`src/rtl/rf_scoreboard_arb.sv`:
```
`default_nettype none
// ============================================================================
// Module      : rf_scoreboard_arb
// Description : Write-port arbiter and hazard scoreboard for a 32-entry
//               register file. Grants one of two writeback sources (ALU,
//               memory) per cycle, alternating on conflict. Tracks busy
//               destination registers and stalls issue on RAW/WAW hazards.
// Revision    : 1.0 - initial release
// ----------------------------------------------------------------------------
// Ports
//   clk, rst                 clock, synchronous active-high reset
//   issue_valid/_r0/_r1/_rd  issue-stage instruction (sources, destination)
//   issue_ready              no hazard; accepted when valid && ready
//   wa_valid/_rd/_data       ALU writeback request
//   wm_valid/_rd/_data       memory writeback request
//   wa_ready, wm_ready       request granted this cycle
//   rf_rd, rf_data           register-file write port (ZERO_REG/0 when idle)
//   pending                  number of outstanding busy registers
//   idle                     pending == 0
//   err                      sticky: writeback to a non-busy, non-zero reg
// ============================================================================
module rf_scoreboard_arb #(
    parameter int WIDTH    = 16,
    parameter int ZERO_REG = 0
) (
    input  logic             clk,
    input  logic             rst,
    input  logic             issue_valid,
    input  logic [4:0]       issue_r0,
    input  logic [4:0]       issue_r1,
    input  logic [4:0]       issue_rd,
    output logic             issue_ready,
    input  logic             wa_valid,
    input  logic [4:0]       wa_rd,
    input  logic [WIDTH-1:0] wa_data,
    output logic             wa_ready,
    input  logic             wm_valid,
    input  logic [4:0]       wm_rd,
    input  logic [WIDTH-1:0] wm_data,
    output logic             wm_ready,
    output logic [4:0]       rf_rd,
    output logic [WIDTH-1:0] rf_data,
    output logic [5:0]       pending,
    output logic             idle,
    output logic             err
);

    localparam logic [4:0] c_zero_idx = ZERO_REG[4:0];

    logic [31:0] busy_q, busy_d;
    logic        last_grant_q, last_grant_d;   // 0 = ALU, 1 = MEM
    logic [5:0]  pending_q, pending_d;
    logic        err_q, err_d;

    logic [31:0] w_busy;
    logic        w_grant_a, w_grant_m, w_grant;
    logic [4:0]  w_grant_rd;
    logic        w_issue_acc, w_set, w_clr, w_inc, w_dec;

    // The zero register is never reported busy, whatever the flop holds.
    assign w_busy = busy_q & ~(32'd1 << c_zero_idx);

    // Registered busy only: a write granted this cycle does not unblock issue
    // until the next cycle.
    assign issue_ready = !w_busy[issue_r0] && !w_busy[issue_r1] && !w_busy[issue_rd];
    assign w_issue_acc = issue_valid && issue_ready;

    // On conflict the source that did not win last time is granted.
    assign w_grant_a  = wa_valid && (!wm_valid || last_grant_q);
    assign w_grant_m  = wm_valid && (!wa_valid || !last_grant_q);
    assign w_grant    = w_grant_a || w_grant_m;
    assign w_grant_rd = w_grant_a ? wa_rd : wm_rd;

    assign wa_ready = w_grant_a;
    assign wm_ready = w_grant_m;
    assign rf_rd    = w_grant ? w_grant_rd : c_zero_idx;
    assign rf_data  = w_grant_a ? wa_data : (w_grant_m ? wm_data : '0);

    assign w_set = w_issue_acc && (issue_rd != c_zero_idx);
    assign w_clr = w_grant && (w_grant_rd != c_zero_idx);

    // pending mirrors the population count of busy. A set of an already-busy
    // bit, or a clear that is overridden by a same-index set, does not count.
    assign w_inc = w_set && !w_busy[issue_rd];
    assign w_dec = w_clr && w_busy[w_grant_rd] && !(w_set && (issue_rd == w_grant_rd));

    always_comb begin
        busy_d = busy_q;
        if (w_clr) begin
            busy_d[w_grant_rd] = 1'b0;
        end
        // Set after clear so a same-index set wins.
        if (w_set) begin
            busy_d[issue_rd] = 1'b1;
        end
        busy_d[c_zero_idx] = 1'b0;
    end

    always_comb begin
        pending_d = pending_q;
        if (w_inc && !w_dec) begin
            pending_d = pending_q + 6'd1;
        end else if (w_dec && !w_inc) begin
            pending_d = pending_q - 6'd1;
        end
    end

    // A write to a register nobody is waiting on is still performed, but
    // flagged.
    assign err_d        = err_q || (w_clr && !w_busy[w_grant_rd]);
    assign last_grant_d = (wa_valid && wm_valid) ? w_grant_m : last_grant_q;

    always_ff @(posedge clk) begin
        if (rst) begin
            busy_q       <= '0;
            last_grant_q <= 1'b1;
            pending_q    <= '0;
            err_q        <= 1'b0;
        end else begin
            busy_q       <= busy_d;
            last_grant_q <= last_grant_d;
            pending_q    <= pending_d;
            err_q        <= err_d;
        end
    end

    assign pending = pending_q;
    assign idle    = (pending_q == 6'd0);
    assign err     = err_q;

endmodule
`default_nettype wire
```
`config.mk`:
```
export PLATFORM = sky130hd
export DESIGN_NAME = rf_scoreboard_arb
export DESIGN_NICKNAME = d
export VERILOG_FILES = /design/src/rtl/rf_scoreboard_arb.sv
export SDC_FILE = /design/constraint.sdc
export NUM_CORES = 1
export LEC_CHECK = 0
export BUFFER_PORTS_ARGS = -buffer_cell sky130_fd_sc_hd__buf_2
export CAP_MARGIN = 20
export CORE_MARGIN = 3
export CORE_UTILIZATION = 58
export DETAILED_ROUTE_END_ITERATION = 6
export GPL_ROUTABILITY_DRIVEN = 1
export PLACE_DENSITY = 0.93
export SETUP_SLACK_MARGIN = 0.05
export SKIP_CTS_REPAIR_TIMING = 1
export SLEW_MARGIN = 20
export SYNTH_ARGS = -nofsm -noshare
export SYNTH_HDL_FRONTEND = slang
export SYNTH_SLANG_ARGS = --single-unit
```
`constraint.sdc`:
```
create_clock -name clk -period 9.9 [get_ports clk]
set_input_delay 0.99 -clock clk [delete_from_list [all_inputs] [get_ports clk]]
set_output_delay 0.99 -clock clk [all_outputs]
set_load 0.005 [all_outputs]
```
==> results.ini, run 1 <==
[synthesis]
syn-num-nets=453
synth-seq-cells=39
synth-main-ff-cell=dfxtp_1
synthCells=385
yosysSeqAreaShare_pct=23.1
avgSynthCellArea_um2=8.77
ys_warn_count=0
syn_area_um2=3380
async_flop_share_pct=0
synthDistinctLibCells=55
synth_edf_count=0

[power]
seq_power_share_pct=37.9
ir_worst_vdd_v=0.000147
power_frac_comb_pct=40.6
clock_power_share_pct=21.5
power.density_nw_per_um2=126
swShare_pct=37.2
p_leak_uw=0.00156
p_sw_uw=183
internal_power_uw=309

[timing]
setup_viol=0
period_minus_slack_ns=4.93
final-max-slew-violation-count=0
final_hold_viol_count=0
skew_ns=0.00993
rsz0062_at_grt=false
post-route-period-util_pct=49.8
layout_setup_ws_ns=4.97
relSlewSlack_pct=35.3
worst_slew_pin_slew_ns=0.969
setup_tns_ns=0
max_freq_ghz=0.203

[global_routing]
antenna_found_initial=0
grt_start_max_net_pins=34
grt_first_pass_wirelength_um=18200
grt_overflow=0
grt_pass1_vias=3502
grt_usage_pct=35.8

[clocking]
cts_sinks=39
cts.reportedPaths.clkPinSlew_ns=0.08
cts_buffers=5
cts_root_buf=clkbuf_8
cts_buffer_depth=2
clk_latency_ns=0.29
cts_max_level=2
cts_tree=built

[floorplanning]
dieHeight_um=82.3
die_x_um=82.3
initial_core_util_pct=60.6
io_pins=94
rows=27
die-area_um2=6770
coreArea_um2=5570

[placement]
placed_area_um2=3820
port_buffers=93
pre_cts_ws_ns=4.75
gp_congestion=1.00
hpwlAfterDp_um=8680
numPlacedInstances=528

[job]
maxCapViolations=0

[worst_setup_path]
worstPathCellList=buf_2, nand2b_1, nand2_1, inv_1, o21ai_0, a221o_1, o22ai_1, a211oi_1, nand3_1, ha_1, inv_1, ha_1, a21o_1, a21oi_1, o21bai_1, a21oi_1, xnor2_1, or3_1, a21oi_1
worstSetupEndpointType=flop
crit_fanout=21
cpMostUsedCell=a21oi_1
slowest_delay_ns=0.52
worstPathArrival_ns=5.16
crit_path_start_kind=primary input
slowest_stage=o21ai_0
required_ns=10.13
criticalPathCategory=in2reg

[routing]
drc=0
first_pass_iters=7
drt-wirelength-per-cell_um=21.7
num_vias=3790
drt_wl_total_um=11700
antenna_left=0
drt_iter0_drc=633
avgViaCountPerCell=7.07

[cells_and_area]
layout-drive-gt1-share_pct=28.7
nFillCells=462
final_area_um2=3910
seq_area_um2=781
num-nets-final=531
post-route-util_pct=70.1
n_antenna_cell=0
area_growth_pct=15.7
multiInputGateArea_um2=2430
final_cells=536

[worst_hold_path]
hold_path_class=reg2reg

[run_status]
status=finished, final reports clean

-- worst paths after layout --
| path | startpoint | end | slack, ns | depth (start not counted) |
|---|---|---|---|---|
| worst max-delay path | wm_valid | pending[5] | 4.97 | 19 |
| worst min-delay path | err | err | 0.50 | 2 |
| worst max register to register | last_grant_q | pending[5] | 5.34 | 18 |
| worst min register to register | err | err | 0.50 | 2 |
-- synthesized netlist by cell type (3+ instances only) --
cell type,number,area (um^2)
dfxtp_1,39,781
o31ai_1,32,240
nor2_1,31,116
nand2_1,30,113
mux4_2,26,586
o211ai_1,24,180
o21ai_0,21,105
a21oi_1,20,100
a22o_1,16,140
nand3_1,16,80.1
clkbuf_1,14,52.6
inv_1,13,48.8
and3_1,8,50.1
mux2i_1,7,70.1
a211oi_1,6,45.0
ha_1,5,62.6
nand3b_1,5,37.5
nand2b_1,4,25.0
a21boi_1,3,22.5
a22oi_1,3,22.5
buf_6,3,33.8
mux2_2,3,33.8
nand4_1,3,18.8
nor3_1,3,15.0
o311ai_0,3,26.3
xnor2_1,3,26.3
-- metrics by stage --
stage | total power [uW] | hold slack (ns)
after floorplan | 323 | 0.460
after global placement | 381 | 0.485
after detailed placement | 387 | 0.469
after CTS | 490 | 0.490
after global routing | 526 | 0.507
final | 493 | 0.496
-- power groups by stage --
stage | combinational (uW) | clock [uW] | sequential, uW
2_1_floorplan | 136 | 0 | 187
3_3_place_gp | 192 | 0 | 189
3_5_place_dp | 197 | 0 | 190
4_1_cts | 198 | 105 | 186
5_1_grt | 225 | 113 | 189
6_report | 200 | 106 | 187
-- critical path, delay by kind of cell --
family	cells	cell delay, ns
xor+xnor	1	0.09
fa+ha+maj	2	0.49
buf+inv	3	0.60
compound gates	9	1.96
simple gates	4	1.02
-- per-layer routing --
metal	part of all wire, %	track usage [%]	vias to the layer above
met3	11	6.40	62
met1	38	48.1	1765
met4	4.4	17.4	0
li1	-	-	1693
met2	47	55.5	270
met5	0	0	-
-- layout make-up --
cell class	count	area share, %
Tap cell	72	2.31
Clock buffer	7	1.95
Multi-Input combinational cell	310	62.3
Timing Repair Buffer	94	12.1
Sequential cell	39	20.0
Inverter	13	1.25
Clock inverter	1	0.128
-- cell usage in the layout, fill, tap and decap left out, drive strengths merged, types with 3 or more instances in the layout --
cell type  count
a211oi         6
a21boi         5
a21oi         20
a22o          16
a22oi          3
and3           8
buf           94
clkbuf         7
dfxtp         39
ha             5
inv           13
mux2           3
mux2i          7
mux4          26
nand2         30
nand2b         4
nand3         16
nand3b         5
nand4          3
nor2          31
nor3           3
o211ai        25
o21ai         22
o311ai         3
o31ai         32
xnor2          3
-- cell families (layout without fill, tap and decap cells) --
kind of cell             after synthesis  after routing  share of synthesized area [%]
AO/OA/AOI/OAI                        151            151                           31.8
XOR/XNOR                               5              5                           1.30
adder cells (fa/ha/maj)                6              6                           2.45
buffers and inverters                 36            115                           4.96
flip-flops                            39             39                           23.1
multiplexers                          36             36                           20.4
AND/OR/NAND/NOR                      112            112                           15.9
-- flip-flops by register name, indices dropped and copies added, names as in the netlist --
| signal | flops |
|---|---|
| last_grant_q | 1 |
| busy_q | 31 |
| err | 1 |
| pending | 6 |
(Power assumes the default switching activity.)
==> run 2: changes to the inputs <==
Settings changed: CORE_UTILIZATION 58 to 48, PLACE_DENSITY 0.93 to 0.83.
Clock period 9.9 ns to 4.3 ns, I/O delays scaled along.
==> results.ini, run 2 (synthesis results as in run 1) <==
[run_status]
status=finished, final reports clean

[worst_setup_path]
critical-path-top-delay-family=compound AO/OA/AOI/OAI gates
slowest_stage=dfxtp_1
cpMostUsedCell=a21oi_1
cp.depth=18
regToRegSetupSlack_ns=0.33
worstPathArrival_ns=4.21
required_ns=4.54
worstPathCellList=nand2b_2, a21boi_1, buf_4, o21ai_0, a21oi_1, o21ai_0, a211oi_2, nand3_1, ha_1, inv_1, ha_1, a21o_1, a21oi_1, o21bai_1, a21oi_1, xnor2_1, or3_1, a21oi_1
crit_fanout=17
criticalPathCategory=reg2reg
cp_num_buf_inv=2
crit_path_start_kind=flop
rr_worst_depth=18
slowest_delay_ns=0.36
worstSetupEndpointType=flop

[clocking]
cts_max_level=2
cts_tree=built
cts_buffer_depth=2
clk_latency_ns=0.31
cts_root_buf=clkbuf_8
cts_sinks=39
cts_buffers=5
cts.reportedPaths.clkPinSlew_ns=0.09

[global_routing]
grt_overflow=0
use_met2_pct=47.6
grt_usage_pct=30.2
met3_usage_pct=5.43
grt_busiest_layer=met2
met1_usage_pct=41.9
grt_first_pass_wirelength_um=19500
antenna_found_initial=1
grt_start_max_net_pins=34
grt_pass1_vias=3634

[placement]
pre_cts_ws_ns=-0.00128
hpwlAfterDp_um=9400
gp_congestion=1.01
placed_area_um2=3970
port_buffers=93

[routing]
drt_iter0_drc=328
drt_wl_total_um=12200
drt-wirelength-per-cell_um=21.3
first_pass_iters=5
num_vias=3804
avgViaCountPerCell=6.64
drc=0
antenna_left=0

[cells_and_area]
num-nets-final=547
top_register=busy_q
layout_commonest_cell=buf_2
seq_area_um2=781
area_growth_pct=21.8
layout-drive-gt1-share_pct=33.1
largest_reg_flops=31
multiInputGateArea_um2=2460
n_antenna_cell=0
final_cell_mix=93 x buf_2, 39 x dfxtp_1, 32 x o31ai_1
post-route-util_pct=62.6
final_area_um2=4110
nFillCells=589

[floorplanning]
rows=29
coreArea_um2=6570
die-area_um2=8080
dieHeight_um=89.9
io_pins=94
die_x_um=89.9
initial_core_util_pct=51.4

[timing]
layout_setup_ws_ns=0.332
max_freq_ghz=0.252
setup_viol=0
final_hold_viol_count=0
period_minus_slack_ns=3.97
post-route-period-util_pct=92.3
rsz0062_at_grt=false
worst_slew_pin_slew_ns=1.02
worst_hold_slack_ns=0.429
skew_ns=0.0164
final-max-slew-violation-count=0
relSlewSlack_pct=32.2

[power]
p_leak_uw=0.00166
p_total_uw=1250
ir_worst_vdd_v=0.000320
power.density_nw_per_um2=303

[job]
maxCapViolations=0

[worst_hold_path]
hold_depth=2
hold_path_class=in2reg

## run 2: cell count changes in the layout (fill, tap and decap cells not counted), sizes merged
cell,previous run,this run
buf,94,110
bufinv,0,1
clkbuf,7,5
clkinv,1,2
## run 2: report_power, final
part | leakage, uW | total, uW | switching [uW] | internal, uW
combinational | 0.00129 | 496 | 267 | 229
clock | 0.0000581 | 319 | 147 | 173
sequential | 0.000316 | 431 | 39.6 | 392
## run 2: per-layer routing
metal | vias to the layer above | wire length (um)
met4 | 2 | 361
met1 | 1812 | 4870
met3 | 32 | 1270
met2 | 232 | 5710
met5 | - | 13
li1 | 1726 | -
## run 2: metrics by stage
stage | TNS (ns) | instances
floorplan | 0 | 385
global placement | 0 | 565
detailed placement | -0.00128 | 565
CTS | 0 | 573
global route | 0 | 573
finish | 0 | 573
## run 2: path summary, 6_finish.rpt
| check | to | from |
|---|---|---|
| worst max register to register | pending[5] | last_grant_q |
| worst min-delay path | pending[3] | rst |
| worst max-delay path | pending[5] | last_grant_q |
| worst min register to register | err | err |
## run 2: worst register-to-register path: cells and delay by family, from the launching register on
family | cells | cell delay [ns]
AOI/OAI and AO/OA | 10 | 1.82
xor gates and xnor gates | 1 | 0.10
adders and majority gates | 2 | 0.49
buffers and inverters | 2 | 0.38
DFF | 1 | 0.36
and+or+nand+nor | 3 | 0.74
## run 2: layout make-up
| class | count | share of cell area (%) |
|---|---|---|
| tap | 93 | 2.83 |
| timing repair buffer | 110 | 14.4 |
| clock buffer | 5 | 1.67 |
| clock inverter | 3 | 1.06 |
| inverter | 13 | 1.19 |
| multi-input combinational | 310 | 59.9 |
| sequential | 39 | 19.0 |
==> run 3: changes to the inputs <==
==> constraint.sdc (replaced) <==
create_clock -name clk -period 4.3 [get_ports clk]
set_input_delay 1.29 -clock clk [delete_from_list [all_inputs] [get_ports clk]]
set_output_delay 1.29 -clock clk [all_outputs]
set_load 0.005 [all_outputs]
==> results.ini, run 3 (synthesis results as in run 1) <==
[clocking]
cts_tree=built
cts.reportedPaths.clkPinSlew_ns=0.09
cts_max_level=2
clk_latency_ns=0.30
cts_buffer_depth=2
cts_buffers=5
cts_sinks=39
cts_root_buf=clkbuf_8

[worst_setup_path]
regToRegSetupSlack_ns=0.61
rr_worst_depth=18
crit_path_start_kind=primary input
critical-path-top-delay-family=multiplexers
r2r_end=pending[5]
slowest_delay_ns=0.50
cp_num_buf_inv=4
required_ns=3.01
criticalPathCategory=in2out
worstPathCellList=buf_12, mux4_2, mux4_2, mux2i_2, o211ai_2, buf_4, inv_2, buf_2
slowest_stage=mux4_2
worstSetupEndpointType=output port
cpMostUsedCell=mux4_2
crit_fanout=8
worstPathArrival_ns=3.05
timing.rr.start=last_grant_q

[placement]
numPlacedInstances=625
placed_area_um2=4430
port_buffers=93
gp_congestion=1.07
hpwlAfterDp_um=9970
pre_cts_ws_ns=-0.461

[timing]
final_hold_viol_count=0
worst_slew_pin_slew_ns=1.01
relSlewSlack_pct=32.5
post-route-period-util_pct=101
skew_ns=0.00802
final-max-slew-violation-count=0
period_minus_slack_ns=4.34
layout_setup_ws_ns=-0.0442
setup_viol=2
max_freq_ghz=0.230
rsz0062_at_grt=true

[global_routing]
grt_pass1_vias=3908
grt_start_max_net_pins=34
grt_first_pass_wirelength_um=20500
grt_overflow=0
grt_usage_pct=31.4
antenna_found_initial=0

[worst_hold_path]
hold_path_class=reg2reg
hold_end=err
hold_depth=2
holdCritStartpoint=err

[cells_and_area]
layout_commonest_cell=buf_2
area_growth_pct=37.2
largest_reg_flops=31
layout-drive-gt1-share_pct=43.2
final_cells=637
final_cell_mix=91 x buf_2, 82 x buf_4, 39 x dfxtp_1
num-nets-final=611
n_antenna_cell=0
final_area_um2=4630
top_register=busy_q

[floorplanning]
rows=29
coreArea_um2=6570
die-area_um2=8080
dieHeight_um=89.9
initial_core_util_pct=51.4
die_x_um=89.9
io_pins=94

[routing]
drt_wl_total_um=13100
drt-wirelength-per-cell_um=20.6
drc=0
first_pass_iters=6
num_vias=4104
antenna_left=0
avgViaCountPerCell=6.44
drt_iter0_drc=547

[run_status]
status=finished with violations
failed_checks=negative setup slack

[power]
p_leak_uw=0.00197
power.density_nw_per_um2=284
ir_worst_vdd_v=0.000399

[job]
maxCapViolations=0

==> run 3: worst max-delay path by stage <==
stage,startpoint,end,slack [ns],depth (start not counted)
4_1_cts,issue_r0[0],issue_ready,-0.23,8
3_5_place_dp,issue_r0[0],pending[5],-0.46,16
2_1_floorplan,issue_r0[0],pending[5],-0.22,17
5_1_grt,issue_r0[0],pending[5],-0.20,16
3_3_place_gp,issue_r0[0],pending[5],-0.32,16
6_report,issue_r0[0],issue_ready,-0.04,8
==> run 3: cell type report <==
class / count / area [um^2]
Multi-Input combinational cell: 310 / 2510
Clock buffer: 5 / 68.8
Sequential cell: 39 / 781
Fill cell: 533 / 1940
Timing Repair Buffer: 174 / 1090
Clock inverter: 3 / 15.0
Tap cell: 93 / 116
Inverter: 13 / 48.8
==> run 3: per-stage QoR <==
step | power [uW] | util (%) | hold slack [ns] | TNS [ns]
floorplan | 750 | - | 0.460 | -0.231
global placement | 1000 | 67.4 | 0.488 | -0.867
detailed placement | 1020 | 67.4 | 0.504 | -1.37
CTS | 1270 | 68.7 | 0.519 | -0.492
global route | 1400 | 70.5 | 0.530 | -0.416
finish | 1320 | 70.5 | 0.511 | -0.0840
==> run 3: per-layer routing <==
metal	GRT usage (%)	vias to the layer above	wire length [um]
met5	0	-	0
met4	12.4	0	616
li1	-	1857	-
met1	40.8	1929	5160
met3	5.59	67	1210
met2	52.1	251	6160
==> run 3: where the power goes <==
group | internal (uW) | total (uW) | leakage (uW) | switching, uW
Combinational | 326 | 629 | 0.00161 | 303
Sequential | 392 | 432 | 0.000316 | 40.6
Clock | 111 | 255 | 0.0000477 | 143
==> run 3: worst register-to-register path, delay by kind of cell, from the launching register on <==
| kind | cells | cell delay (ns) |
|---|---|---|
| compound gates | 7 | 1.07 |
| buf+inv | 2 | 0.28 |
| simple gates | 6 | 1.46 |
| fa+ha+maj | 2 | 0.40 |
| flops | 1 | 0.35 |
| xor+xnor | 1 | 0.08 |
